`src/rtl/sum_engine_pkg.sv`:
```
// sum_engine_pkg: shared widths and FSM state encoding for the sum engine.
package sum_engine_pkg;
  localparam int W_A_DEF = 13;
  localparam int W_D_DEF = 32;

  typedef enum logic [2:0] {
    IDLE,
    CMD_BASE,
    CMD_SIZE,
    READ,
    DRAIN,
    WRITE,
    SEND
  } state_t;
endpackage

```
`src/rtl/sum_engine_if.sv`:
```
// sum_engine_if: memory port and control-thread channel seen by the sum engine.
interface sum_engine_if import sum_engine_pkg::*; #(
  parameter int W_A = W_A_DEF,
  parameter int W_D = W_D_DEF
) ();
  logic [W_A-1:0] mem_addr;
  logic [W_D-1:0] mem_d;
  logic           mem_we;
  logic [W_D-1:0] mem_q;
  logic [W_D-1:0] comm_d;
  logic           comm_enq;
  logic           comm_full;
  logic [W_D-1:0] comm_q;
  logic           comm_deq;
  logic           comm_empty;

  // Engine side.
  modport master (
    output mem_addr, mem_d, mem_we, comm_d, comm_enq, comm_deq,
    input  mem_q, comm_full, comm_q, comm_empty
  );

  // Memory / channel side.
  modport slave (
    input  mem_addr, mem_d, mem_we, comm_d, comm_enq, comm_deq,
    output mem_q, comm_full, comm_q, comm_empty
  );
endinterface

```
`src/rtl/sum_engine_accum.sv`:
```
// sum_accum: adds memory read data one cycle after the read was issued.
// i_rd_valid marks the issue cycle; it is delayed here to line up with mem_q.
module sum_accum import sum_engine_pkg::*; #(
  parameter int W_D = W_D_DEF
) (
  input  logic           i_clk,
  input  logic           i_rst,
  input  logic           i_clr,
  input  logic           i_rd_valid,
  input  logic [W_D-1:0] i_data,
  output logic [W_D-1:0] o_sum
);
  logic           r_vld;
  logic [W_D-1:0] r_sum;

  // Valid pipeline plus wrapping accumulator; clear wins over add.
  always_ff @(posedge i_clk) begin
    if (i_rst) begin
      r_vld <= 1'b0;
      r_sum <= '0;
    end else begin
      r_vld <= i_rd_valid;
      if (i_clr) begin
        r_sum <= '0;
      end else if (r_vld) begin
        r_sum <= r_sum + i_data;
      end
    end
  end

  assign o_sum = r_sum;
endmodule

```
`src/rtl/sum_engine.sv`:
```
// sum_engine: dequeues {base, size}, sums size words from base, writes the sum
// to base+size and enqueues it back to the control thread.
//
//   state    | meaning
//   ---------+--------------------------------------------------------
//   IDLE     | waiting for a command; dequeues the base word
//   CMD_BASE | latches base; dequeues the size word when available
//   CMD_SIZE | latches size, clears the sum, picks READ or WRITE
//   READ     | issues one read address per cycle, size issues total
//   DRAIN    | lets the last read data reach the accumulator
//   WRITE    | writes the sum to base+size (one cycle)
//   SEND     | enqueues the sum; stalls while the channel is full
module sum_engine import sum_engine_pkg::*; #(
  parameter int W_A = W_A_DEF,
  parameter int W_D = W_D_DEF
) (
  input logic           CLK,
  input logic           RST,
  sum_engine_if.master  io_bus
);
  localparam logic [W_A-1:0] ONE_A = W_A'(1);
  localparam logic [W_D-1:0] ONE_D = W_D'(1);

  state_t         r_state;
  logic           r_base_ld;
  logic [W_A-1:0] r_base;
  logic [W_A-1:0] r_wr_addr;
  logic [W_A-1:0] r_addr;
  logic [W_D-1:0] r_cnt;
  logic [W_D-1:0] w_sum;
  logic           w_rd_valid;
  logic           w_clr;

  assign w_rd_valid = (r_state == READ);
  assign w_clr      = (r_state == CMD_SIZE);

  sum_accum #(.W_D(W_D)) u_accum (
    .i_clk      (CLK),
    .i_rst      (RST),
    .i_clr      (w_clr),
    .i_rd_valid (w_rd_valid),
    .i_data     (io_bus.mem_q),
    .o_sum      (w_sum)
  );

  // Command sequencing; r_cnt is a down-counter of remaining read issues.
  always_ff @(posedge CLK) begin
    if (RST) begin
      r_state   <= IDLE;
      r_base_ld <= 1'b0;
      r_base    <= '0;
      r_wr_addr <= '0;
      r_addr    <= '0;
      r_cnt     <= '0;
    end else begin
      case (r_state)
        IDLE: begin
          if (!io_bus.comm_empty) begin
            r_state   <= CMD_BASE;
            r_base_ld <= 1'b1;
          end
        end
        CMD_BASE: begin
          // comm_q carries the base only in the first cycle after its dequeue.
          if (r_base_ld) begin
            r_base    <= io_bus.comm_q[W_A-1:0];
            r_base_ld <= 1'b0;
          end
          if (!io_bus.comm_empty) begin
            r_state <= CMD_SIZE;
          end
        end
        CMD_SIZE: begin
          r_cnt     <= io_bus.comm_q;
          r_wr_addr <= r_base + io_bus.comm_q[W_A-1:0];
          // For size 0 base is also the write-back address.
          r_addr    <= r_base;
          r_state   <= (io_bus.comm_q == '0) ? WRITE : READ;
        end
        READ: begin
          if (r_cnt == ONE_D) begin
            r_state <= DRAIN;
          end else begin
            r_cnt  <= r_cnt - ONE_D;
            r_addr <= r_addr + ONE_A;
          end
        end
        DRAIN: begin
          r_addr  <= r_wr_addr;
          r_state <= WRITE;
        end
        WRITE: begin
          r_state <= SEND;
        end
        SEND: begin
          if (!io_bus.comm_full) begin
            r_state <= IDLE;
          end
        end
        default: begin
          r_state <= IDLE;
        end
      endcase
    end
  end

  // Outputs decode registered state only, apart from the channel status gates.
  assign io_bus.mem_addr = RST ? '0 : r_addr;
  assign io_bus.mem_we   = !RST && (r_state == WRITE);
  assign io_bus.mem_d    = io_bus.mem_we ? w_sum : '0;
  assign io_bus.comm_deq = !RST && !io_bus.comm_empty &&
                           ((r_state == IDLE) || (r_state == CMD_BASE));
  assign io_bus.comm_enq = !RST && (r_state == SEND) && !io_bus.comm_full;
  assign io_bus.comm_d   = (!RST && (r_state == SEND)) ? w_sum : '0;
endmodule

```
`src/flat_wrapper.sv`:
```
// flat-port wrapper written by rule: the top's interface ports become plain ports
module sum_engine_flat import sum_engine_pkg::*;
#(
  parameter int W_A = W_A_DEF,
  parameter int W_D = W_D_DEF
)
  (CLK, RST, io_bus_mem_addr, io_bus_mem_d, io_bus_mem_we, io_bus_comm_d, io_bus_comm_enq, io_bus_comm_deq, io_bus_mem_q, io_bus_comm_full, io_bus_comm_q, io_bus_comm_empty);
  sum_engine_if #(.W_A(W_A), .W_D(W_D)) io_bus_i ();
  input logic CLK;
  input logic RST;
  output wire logic [$bits(io_bus_i.mem_addr)-1:0] io_bus_mem_addr;
  output wire logic [$bits(io_bus_i.mem_d)-1:0] io_bus_mem_d;
  output wire logic [$bits(io_bus_i.mem_we)-1:0] io_bus_mem_we;
  output wire logic [$bits(io_bus_i.comm_d)-1:0] io_bus_comm_d;
  output wire logic [$bits(io_bus_i.comm_enq)-1:0] io_bus_comm_enq;
  output wire logic [$bits(io_bus_i.comm_deq)-1:0] io_bus_comm_deq;
  input wire logic [$bits(io_bus_i.mem_q)-1:0] io_bus_mem_q;
  input wire logic [$bits(io_bus_i.comm_full)-1:0] io_bus_comm_full;
  input wire logic [$bits(io_bus_i.comm_q)-1:0] io_bus_comm_q;
  input wire logic [$bits(io_bus_i.comm_empty)-1:0] io_bus_comm_empty;
  assign io_bus_mem_addr = io_bus_i.mem_addr;
  assign io_bus_mem_d = io_bus_i.mem_d;
  assign io_bus_mem_we = io_bus_i.mem_we;
  assign io_bus_comm_d = io_bus_i.comm_d;
  assign io_bus_comm_enq = io_bus_i.comm_enq;
  assign io_bus_comm_deq = io_bus_i.comm_deq;
  assign io_bus_i.mem_q = io_bus_mem_q;
  assign io_bus_i.comm_full = io_bus_comm_full;
  assign io_bus_i.comm_q = io_bus_comm_q;
  assign io_bus_i.comm_empty = io_bus_comm_empty;
  sum_engine #(.W_A(W_A), .W_D(W_D)) u_core (.CLK(CLK), .RST(RST), .io_bus(io_bus_i));
endmodule
```
`config.mk`:
```
export PLATFORM = sky130hd
export DESIGN_NAME = sum_engine_flat
export DESIGN_NICKNAME = d
export VERILOG_FILES = /design/src/rtl/sum_engine_pkg.sv /design/src/rtl/sum_engine_if.sv /design/src/rtl/sum_engine_accum.sv /design/src/rtl/sum_engine.sv /design/src/flat_wrapper.sv
export SDC_FILE = /design/constraint.sdc
export NUM_CORES = 1
export LEC_CHECK = 0
export BUFFER_PORTS_ARGS = -buffer_cell sky130_fd_sc_hd__clkbuf_2
export CORE_MARGIN = 1
export CORE_UTILIZATION = 45
export CTS_CLUSTER_DIAMETER = 120
export DETAILED_ROUTE_END_ITERATION = 8
export PLACE_DENSITY = 0.69
export SLEW_MARGIN = 20
export SYNTH_ARGS = -nofsm -noshare
export SYNTH_HDL_FRONTEND = slang
export SYNTH_HIERARCHICAL = 1
export SYNTH_SLANG_ARGS = --single-unit
```
`constraint.sdc`:
```
create_clock -name CLK -period 3 [get_ports CLK]
set_clock_uncertainty 0.15 [all_clocks]
set_input_delay 0.15 -clock CLK [delete_from_list [all_inputs] [get_ports CLK]]
set_output_delay 0.15 -clock CLK [all_outputs]
set_load 0.01 [all_outputs]
```
==> flow_summary.toml <==
[clock_network]
root_buffer = "clkbuf_16"
ctsLongestPathBuffers = 2
cts_num_sinks = 108
cts_buffers = 9
cts_tree = "built"
clk_pin_slew_worst_paths_ns = 0.07
clock_latency_ns = 0.36
cts_htree_levels = 3

[critical_path]
cp.required_ns = 3.10
ff2ff_path_depth = 5
r2r-start = "u_core/r_cnt[13]$_SDFFE_PP0P_"
end_kind = "flip-flop"
r2r_end = "u_core/r_cnt[14]$_SDFFE_PP0P_"
rrSetupSlack_ns = 0.14
path_max_fanout = 19
path_class = "reg2reg"
cp_data_arrival_time_ns = 2.96
start_kind = "flip-flop"

[pwr]
internal_power_mw = 2.651
p_sw_mw = 1.473
p_seq_frac = 0.387
p_clk_frac = 0.291
p_sw_frac = 0.3571
powerDensity_nw_per_um2 = 416.2
finalPower_mw = 4.123
power.leakage_nw = 4.212
power_frac_comb = 0.322
peakVddDrop_mv = 0.4468

[synthesis]
ys_seq_elements = 108
synth_common_cells = "nand2_1, dfxtp_1, a21oi_1, nor2_1, and2_1"
synth_edf_count = 0
synth.cell_area_um2 = 8263
syn_nets = 1205
ys_types = 75
synthSimpleGateAreaFrac = 0.2874
synthTopCellsByArea = "dfxtp_1, ha_1, a21oi_1, nand2_1, and2_1"
yosysSeqAreaShare = 0.2617
syn_inst = 1089
synth.top_cell.area_share = 0.2617
ys_warn_count = 6
synth_top_area_cell = "dfxtp_1"
ys_dominant_reg_cell = "dfxtp_1"
synth_fa_ha_area_frac = 0.07450
synth_xor_area_frac = 0.04028
avgSynthCellArea_um2 = 7.588
synthMuxAreaShare = 0.03180
synth_top_family_by_area = "simple AND/OR/NAND/NOR gates"
synthArstFlopShare = 0
synth-compound-area-share = 0.2630
synth_most_common_cell = "nand2_1"

[place]
io_buffers = 147
place.gp.congestion = 0.9039
place_hpwl_mm = 18.64
place_inst = 1440

[global_routing]
grt_usage = 0.2723
antenna_found_initial = 0
grt_pass1_vias = 7939
grt_pass1_wl_mm = 40.54
grt_overflow = 0
grt_max_degree = 36

[sta]
final_hold_viol_count = 0
worstMarginPinSlew_ns = 0.8388
fin_worst_hold_slack_ns = 0.02043
setup_viol = 0
fin_crit_ns = 2.859
fmax_ghz = 0.3498
relSlewSlack = 0.4408
timing.final.crit_share = 0.9529
maxSlewViolCount = 0

[hold_path]
hold_class = "in2reg"
hold_path.startpoint = "io_bus_comm_q[14]"
min_to = "u_core/r_cnt[14]$_SDFFE_PP0P_"
hold_depth = 4

[final_layout]
final_cells = 1481
syn_to_final_growth_pct = 19.90
nets = 1363
n_antenna_cell = 0
drive_above_1_share = 0.1885

[routing]
drt-initial-drc-count = 671
first_pass_iters = 6
drt_wl_total_mm = 25.66
drtAntennaViolNets = 0
vias = 8889
vias_per_cell = 6.002
wire_per_inst_um = 17.32
drc = 0

[floorplan]
core_area_um2 = 17960
die_x_um = 137.5
die_area_um2 = 18910
initial_utilization = 0.4600
fp.dieH_um = 137.5
num_rows = 49
boundaryPins = 148

[job]
maxCapViolCount = 0

[status]
status = "complete, no violations"
## cells by family after synthesis
family	count (synthesis)
simple gates	457
compound gates	323
flops	108
buf+inv	89
fa+ha+maj	48
xor+xnor	38
mux	26
## cell type report
cell class	count	area (um2)
fillers	1748	8056
multi-input cells	892	5786
flip-flops and latches	108	2162
repair buffers	215	1304
well taps	229	286.5
clock buffers	14	274.0
inverters	21	78.83
clock inverters	2	16.27
## how the worst max path moves through the flow
stage                                          from                                     to  slack, ns
5_1_grt        u_core/u_accum/o_sum[0]$_SDFFE_PP0P_  u_core/u_accum/o_sum[26]$_SDFFE_PP0P_     -0.009
2_1_floorplan  u_core/u_accum/o_sum[0]$_SDFFE_PP0P_  u_core/u_accum/o_sum[28]$_SDFFE_PP0P_       0.15
3_3_place_gp   u_core/u_accum/o_sum[0]$_SDFFE_PP0P_  u_core/u_accum/o_sum[28]$_SDFFE_PP0P_       0.11
4_1_cts        u_core/u_accum/o_sum[0]$_SDFFE_PP0P_  u_core/u_accum/o_sum[28]$_SDFFE_PP0P_       0.06
6_report              u_core/r_cnt[13]$_SDFFE_PP0P_          u_core/r_cnt[14]$_SDFFE_PP0P_       0.14
3_5_place_dp   u_core/u_accum/o_sum[0]$_SDFFE_PP0P_  u_core/u_accum/o_sum[28]$_SDFFE_PP0P_       0.08
## worst max-delay path, stage by stage (launching register included)
cell,delay [ns]
dfxtp_1,0.37
or4_1,0.56
or4_1,0.62
o31a_1,0.65
o31a_1,0.21
o211a_1,0.19
## flip-flops by register name, indices dropped and copies added (netlist names)
name,flops
u_core/r_addr,13
u_core/r_base,13
u_core/r_base_ld,1
u_core/r_cnt,32
u_core/r_state,3
u_core/r_wr_addr,13
u_core/u_accum/o_sum,32
u_core/u_accum/r_vld,1
## what timing repair did
item	4_1_cts	5_1_grt
endpoints found under the hold margin	23	0
hold buffers	23	0
endpoints found under the setup margin	0	4
gates resized for setup	0	5
buffers inserted	0	2
## power by group through the flow
stage	Clock, mW	Sequential (mW)	Combinational [mW]
final	1.20	1.60	1.33
after global routing	1.29	1.61	1.45
after CTS	1.25	1.59	1.30
after detailed placement	0	1.63	1.27
after global placement	0	1.62	1.26
after floorplan	0	1.59	0.915
## placed cells by master (no fill, tap or decap), types with 8 or more instances in the layout
cell type and n:
o211ai_1 13, nand2b_1 8, inv_1 20, dlygate4sd3_1 23, a21oi_1 90, o31ai_1 10
clkbuf_16 9, clkbuf_2 147, nor4_1 26, nor2b_1 20, xnor2_1 23, or3_1 11
nand2_1 114, xor2_1 15, o21ai_0 55, ha_1 45, a211oi_1 12, nand3_1 35
buf_4 45, dfxtp_1 108, nor3_1 30, mux2i_1 24, and2_1 67, and3_1 11
o22ai_1 8, a31oi_1 14, a21o_1 24, o31a_1 8, nor2_1 79, nand4_1 18
## routing by layer
layer,wire length [um],up-vias,global-route usage
met1,11520,4176,0.3654
met2,11970,313,0.4400
met3,1670,36,0.04893
li1,-,4364,-
met4,499,0,0.08425
met5,0,-,0
## metrics by stage
step | cell area, um2 | setup TNS [ns] | util | setup WS [ns]
floorplan | 8263 | 0 | - | 0.1464
global placement | 9350 | 0 | 0.5205 | 0.1141
detailed placement | 9350 | 0 | 0.5205 | 0.08035
CTS | 9871 | 0 | 0.5495 | 0.05650
global route | 9907 | -0.008611 | 0.5515 | -0.008581
finish | 9907 | 0 | 0.5515 | 0.1413
Note: power is estimated with default switching activity, not from simulation.
